**src/rtl/trdb_pkg.sv**
```systemverilog
// Shared constants and FSM state type for the trace word buffer.
package trdb_pkg;

   localparam int unsigned TRDB_WORDBUF_DEPTH = 16;
   localparam int unsigned TRDB_DROP_CNT_LEN  = 16;

   typedef enum logic [1:0] {
      RUN        = 2'd0,
      FLUSH_WAIT = 2'd1,
      DRAIN      = 2'd2,
      DONE       = 2'd3
   } trdb_wordbuf_state_e;

endpackage

```
**src/rtl/trdb_wordbuf_mem.sv**
```systemverilog
// DEPTH x 32 flop array: one synchronous write port, one combinational read port.
// The array is intentionally not reset; validity is tracked by the pointers.
module trdb_wordbuf_mem #(
   parameter int unsigned DEPTH = 16,
   parameter int unsigned AW    = $clog2(DEPTH)
) (
   input  logic          clk_i,
   input  logic          we_i,
   input  logic [AW-1:0] waddr_i,
   input  logic [31:0]   wdata_i,
   input  logic [AW-1:0] raddr_i,
   output logic [31:0]   rdata_o
);

   logic [31:0] mem_q [DEPTH];

   always_ff @(posedge clk_i) begin
      if (we_i) begin
         mem_q[waddr_i] <= wdata_i;
      end
   end

   assign rdata_o = mem_q[raddr_i];

endmodule

```
**src/rtl/trdb_word_buffer.sv**
```systemverilog
// Show-ahead trace word buffer with overflow accounting and flush tracking.
// Optional threshold interrupt is enabled by defining TRDB_WORDBUF_IRQ_EN.
module trdb_word_buffer
   import trdb_pkg::*;
#(
   parameter int unsigned DEPTH        = TRDB_WORDBUF_DEPTH,
   parameter int unsigned DROP_CNT_LEN = TRDB_DROP_CNT_LEN
) (
   input  logic                      clk_i,
   input  logic                      rst_i,
   input  logic [31:0]               data_i,
   input  logic                      valid_i,
   input  logic                      flush_confirm_i,
   input  logic                      clear_i,
   input  logic [$clog2(DEPTH):0]    irq_threshold_i,
   output logic [31:0]               data_o,
   output logic                      valid_o,
   input  logic                      ready_i,
   output logic [$clog2(DEPTH):0]    fill_o,
   output logic                      overflow_o,
   output logic [DROP_CNT_LEN-1:0]   drop_cnt_o,
   output logic                      flush_done_o,
   output logic                      irq_o
);

   localparam int unsigned AW = $clog2(DEPTH);
   localparam int unsigned PW = AW + 1;

   logic [PW-1:0]           wr_ptr_q, wr_ptr_d;
   logic [PW-1:0]           rd_ptr_q, rd_ptr_d;
   logic                    overflow_q, overflow_d;
   logic [DROP_CNT_LEN-1:0] drop_cnt_q, drop_cnt_d;
   trdb_wordbuf_state_e     state_q, state_d;

   logic          full_c;
   logic          pop_c;
   logic          push_c;
   logic          drop_c;
   logic          we_c;
   logic [31:0]   rdata_c;
   logic [PW-1:0] fill_c;

   // Pointers wrap modulo 2*DEPTH; the extra MSB separates full from empty.
   assign fill_c = wr_ptr_q - rd_ptr_q;
   assign full_c = (wr_ptr_q[AW-1:0] == rd_ptr_q[AW-1:0]) &&
                   (wr_ptr_q[AW] != rd_ptr_q[AW]);
   assign pop_c  = valid_o && ready_i;
   assign push_c = valid_i && (!full_c || pop_c);
   assign drop_c = valid_i && full_c && !pop_c;
   assign we_c   = push_c && !clear_i;

   always_comb begin
      wr_ptr_d   = wr_ptr_q;
      rd_ptr_d   = rd_ptr_q;
      overflow_d = overflow_q;
      drop_cnt_d = drop_cnt_q;
      state_d    = state_q;

      if (clear_i) begin
         wr_ptr_d   = '0;
         rd_ptr_d   = '0;
         overflow_d = 1'b0;
         drop_cnt_d = '0;
         state_d    = RUN;
      end else begin
         if (push_c) begin
            wr_ptr_d = wr_ptr_q + PW'(1);
         end
         if (pop_c) begin
            rd_ptr_d = rd_ptr_q + PW'(1);
         end
         if (drop_c) begin
            overflow_d = 1'b1;
            if (drop_cnt_q != '1) begin
               drop_cnt_d = drop_cnt_q + DROP_CNT_LEN'(1);
            end
         end

         // Residual aligner word lands one cycle after its confirm, hence FLUSH_WAIT.
         unique case (state_q)
            RUN:        if (flush_confirm_i) state_d = FLUSH_WAIT;
            FLUSH_WAIT: state_d = DRAIN;
            DRAIN:      if ((fill_c == '0) && !valid_i) state_d = DONE;
            DONE:       if (valid_i) state_d = RUN;
            default:    state_d = RUN;
         endcase
      end
   end

   always_ff @(posedge clk_i or posedge rst_i) begin
      if (rst_i) begin
         wr_ptr_q   <= '0;
         rd_ptr_q   <= '0;
         overflow_q <= 1'b0;
         drop_cnt_q <= '0;
         state_q    <= RUN;
      end else begin
         wr_ptr_q   <= wr_ptr_d;
         rd_ptr_q   <= rd_ptr_d;
         overflow_q <= overflow_d;
         drop_cnt_q <= drop_cnt_d;
         state_q    <= state_d;
      end
   end

   trdb_wordbuf_mem #(
      .DEPTH (DEPTH),
      .AW    (AW)
   ) u_mem (
      .clk_i   (clk_i),
      .we_i    (we_c),
      .waddr_i (wr_ptr_q[AW-1:0]),
      .wdata_i (data_i),
      .raddr_i (rd_ptr_q[AW-1:0]),
      .rdata_o (rdata_c)
   );

   // Head word is forced to zero when empty so stale array contents never leak out.
   assign valid_o      = (fill_c != '0);
   assign data_o       = valid_o ? rdata_c : 32'h0;
   assign fill_o       = fill_c;
   assign overflow_o   = overflow_q;
   assign drop_cnt_o   = drop_cnt_q;
   assign flush_done_o = (state_q == DONE);

`ifdef TRDB_WORDBUF_IRQ_EN
   logic irq_q, irq_d;

   always_comb begin
      irq_d = (irq_threshold_i != '0) && (fill_c >= irq_threshold_i);
      if (clear_i) begin
         irq_d = 1'b0;
      end
   end

   always_ff @(posedge clk_i or posedge rst_i) begin
      if (rst_i) begin
         irq_q <= 1'b0;
      end else begin
         irq_q <= irq_d;
      end
   end

   assign irq_o = irq_q;
`else
   logic unused_irq_threshold;

   assign unused_irq_threshold = ^irq_threshold_i;
   assign irq_o                = 1'b0;
`endif

endmodule

```
**config.mk**
```make
export PLATFORM = sky130hd
export DESIGN_NAME = trdb_word_buffer
export DESIGN_NICKNAME = d
export VERILOG_FILES = /design/src/rtl/trdb_pkg.sv /design/src/rtl/trdb_wordbuf_mem.sv /design/src/rtl/trdb_word_buffer.sv
export SDC_FILE = /design/constraint.sdc
export NUM_CORES = 1
export LEC_CHECK = 0
export CAP_MARGIN = 20
export CORE_MARGIN = 1.5
export CORE_UTILIZATION = 30
export CTS_CLUSTER_SIZE = 40
export DETAILED_ROUTE_END_ITERATION = 10
export GPL_ROUTABILITY_DRIVEN = 0
export SLEW_MARGIN = 40
export SYNTH_ARGS = -nofsm -noshare
export SYNTH_HDL_FRONTEND = slang
export SYNTH_SLANG_ARGS = --single-unit
export TNS_END_PERCENT = 5
```
**constraint.sdc**
```tcl
create_clock -name clk_i -period 7.4 [get_ports clk_i]
set_input_delay 1.48 -clock clk_i [delete_from_list [all_inputs] [get_ports clk_i]]
set_output_delay 1.48 -clock clk_i [all_outputs]
set_load 0.02 [all_outputs]
```
==> results.json <==
{
  "status": "complete, no violations",
  "final_common_cell": "sky130_fd_sc_hd__edfxtp_1",
  "detail_route.wl_per_cell_um": 21.8,
  "clock-root-buffer": "sky130_fd_sc_hd__clkbuf_16",
  "boundaryPins": 100,
  "std_cell_rows": 97,
  "vias_per_cell": 4.85,
  "ys_seq_elements": 541,
  "postLayoutSetupSlackWorst_ns": 1.80,
  "cts-resized-gates": 0,
  "tritoncts.num_buffers": 56,
  "static-leakage-power_nw": 8.15,
  "ys_dominant_reg_cell": "sky130_fd_sc_hd__edfxtp_1",
  "filler_cell_count_in_the_final_layout": 6426,
  "grt_max_degree": 51,
  "setup_total_negative_slack_ns": 0,
  "synth_top_family_by_area": "multiplexers",
  "yosys.area_share.simple_pct": 5.71,
  "f_max_mhz": 179,
  "synth.area.mux_share_pct": 13.7,
  "number_of_i_o_port_buffers": 93,
  "die-width_um": 270,
  "synthesis.instances": 1103,
  "core-area_sq_um": 70300,
  "cts.hold.buffers_added": 0,
  "drt-initial-drc-count": 933,
  "initial_core_utilization_pct": 30.4,
  "timing.critical_path.arrival_ns": 4.12,
  "synth.avg_cell_area_sq_um": 19.4,
  "report.final.hold_viol_count": 0,
  "vias": 10700,
  "worst_ir_drop_vdd_mv": 0.233,
  "power-per-cell-area_nw_per_um2": 334,
  "clk_pin_slew_ns": 0.07,
  "worst_slew_margin_rel_pct": 46.7,
  "post_synth_num_cell_types": 42,
  "first_global_vias": 11300,
  "final_min_period_over_clock_period_pct": 75.7,
  "worst_setup_path_end_kind": "primary output",
  "yosys_warnings": 0,
  "drcViolationCount": 0,
  "final_antenna_net_count": 0,
  "area_taken_by_multi_input_logic_gates_sq_um": 5070,
  "synth_fp_nets": 1160,
  "design.die.area_sq_um": 72900,
  "area.sequential_sq_um": 16100,
  "worst_ep_required_time_ns": 5.92,
  "drt_wl_total_um": 48400,
  "timing.setup.critical_path_class": "reg2out",
  "async_reset_ff_share_pct": 5.36,
  "dp_slack_ns": 1.99,
  "min_path_type": "reg2reg",
  "antennaDiodeCount": 0,
  "nNetsFinal": 1289,
  "finalMaxSlewViolations": 0,
  "yosys.area_share.xor_xnor_pct": 0.983,
  "max_clock_skew_ns": 0.0175,
  "dieHeight_um": 270,
  "worst_r2r_path_depth": 9,
  "synth_compound_area_share_pct": 1.90,
  "num_clock_sinks": 541,
  "largest_fanout_on_the_critical_path": 37,
  "post_synth_fa_ha_maj_area_fraction_pct": 0.855,
  "yosysSeqAreaShare_pct": 75.3,
  "reg2reg_setup_slack_ns": 3.30,
  "area_delta_synth_final_pct": 20.3,
  "ctsHtreeMaxLevel": 2,
  "startpoint_type": "flop",
  "max_cap_viol_count": 0,
  "tightest_slew_ns": 0.800,
  "dr.pass1.iters": 5,
  "clock_insertion_delay_worst_skew_ns": 0.60,
  "overflow": 0,
  "min_delay_path_depth": 2,
  "rsz_0062_raised_after_global_routing": "no",
  "final_report_setup_violation_count": 0,
  "cts_tree": "done",
  "antenna_violations_before_repair": 3,
  "grt_usage_pct": 13.4,
  "synth-edff-count": 512,
  "most-common-layout-cells": "512 x sky130_fd_sc_hd__edfxtp_1, 138 x sky130_fd_sc_hd__nand2_1, 128 x sky130_fd_sc_hd__mux4_2, 93 x sky130_fd_sc_hd__clkdlybuf4s50_1, 58 x sky130_fd_sc_hd__clkbuf_16",
  "cts_setup_buffers": 0,
  "final_hpwl_dp_um": 27300,
  "timing.final.crit_period_ns": 5.60,
  "wire_length_of_the_first_global_routing_pass_um": 73500,
  "final_layout_size_suffix_gt1_share_pct": 21.6,
  "synth.cell_area_sq_um": 21400,
  "cts_buffer_depth": 3
}
## stage by stage
step | total power [mW] | instances | cell area [sq um] | hold WS, ns | utilization, %
2_1_floorplan | 4.93 | 1103 | 21400 | 0.537 | -
3_3_place_gp | 5.77 | 2105 | 23600 | 0.512 | 33.6
3_5_place_dp | 5.78 | 2113 | 23800 | 0.535 | 33.8
4_1_cts | 8.72 | 2217 | 25700 | 0.550 | 36.6
5_1_grt | 8.97 | 2218 | 25700 | 0.587 | 36.6
6_report | 8.59 | 2218 | 25700 | 0.533 | 36.6
## critical path, cell delays in order, from the launching register on
cell and delay [ns]:
sky130_fd_sc_hd__dfrtp_4 0.77, sky130_fd_sc_hd__clkinv_1 0.20, sky130_fd_sc_hd__ha_1 0.40, sky130_fd_sc_hd__xor2_1 0.25, sky130_fd_sc_hd__nand4b_1 0.19, sky130_fd_sc_hd__a22oi_2 0.16
sky130_fd_sc_hd__buf_12 0.22, sky130_fd_sc_hd__a311oi_1 0.53, sky130_fd_sc_hd__clkdlybuf4s50_1 0.73
## per-layer routing
layer	share of wire [%]	wire, um	vias up	track usage, %
met1	45	21600	5714	18.5
met2	48	23400	260	21.5
met4	1.8	880	4	3.43
met5	0.045	22	-	0
li1	-	-	4708	-
met3	5.0	2430	61	2.86
## report_power, final
part	switching, mW	internal (mW)
clock	1.17	1.76
sequential	0.0409	3.39
combinational	1.18	1.06
total	2.39	6.20
## path summary, 6_finish.rpt
kind / startpoint / to
min reg2reg: overflow_o / overflow_o
max reg2reg: rd_ptr_q[2] / u_mem.mem_q[14][25]
max: rd_ptr_q[2] / data_o[13]
min in group asynchronous: rst_i / drop_cnt_o[13]
min: overflow_o / overflow_o
max in group asynchronous: rst_i / rd_ptr_q[1]
## cell type report
class                      instances  area share (%)
sequential                       541            62.6
multi-input combinational        486            19.7
clock buffer                      71            5.83
timing repair buffer             133            5.38
tap                              940            4.57
clock inverter                    33            1.65
inverter                          14           0.204
## synth_stat cells (all sizes together), types with 4 or more instances
master | n | share of area [%]
a21oi | 8 | 0.19
a311oi | 33 | 1.4
and3 | 41 | 1.2
buf | 23 | 0.60
clkbuf | 39 | 0.68
dfrtp | 29 | 3.4
edfxtp | 512 | 72
ha | 13 | 0.76
inv | 13 | 0.23
mux4 | 128 | 13
nand2 | 139 | 2.5
nand3 | 12 | 0.28
nand4 | 9 | 0.26
nor2 | 36 | 0.63
nor2b | 4 | 0.12
nor3 | 6 | 0.14
xnor2 | 6 | 0.25
xor2 | 18 | 0.74
## sequential cells by signal, summed over array words and instances (netlist names)
register	count
wr_ptr_q	5
state_q	2
rd_ptr_q	5
drop_cnt_o	16
u_mem.mem_q	512
overflow_o	1
## cell families (layout without fill, tap and decap cells)
family,after synthesis,count (layout)
AO/OA/AOI/OAI,50,50
XOR/XNOR,24,24
adder cells (fa/ha/maj),14,14
buffers and inverters,76,251
flip-flops,541,541
multiplexers,132,132
other,1,1
AND/OR/NAND/NOR,265,265
Note: power is estimated with default switching activity, not from simulation.
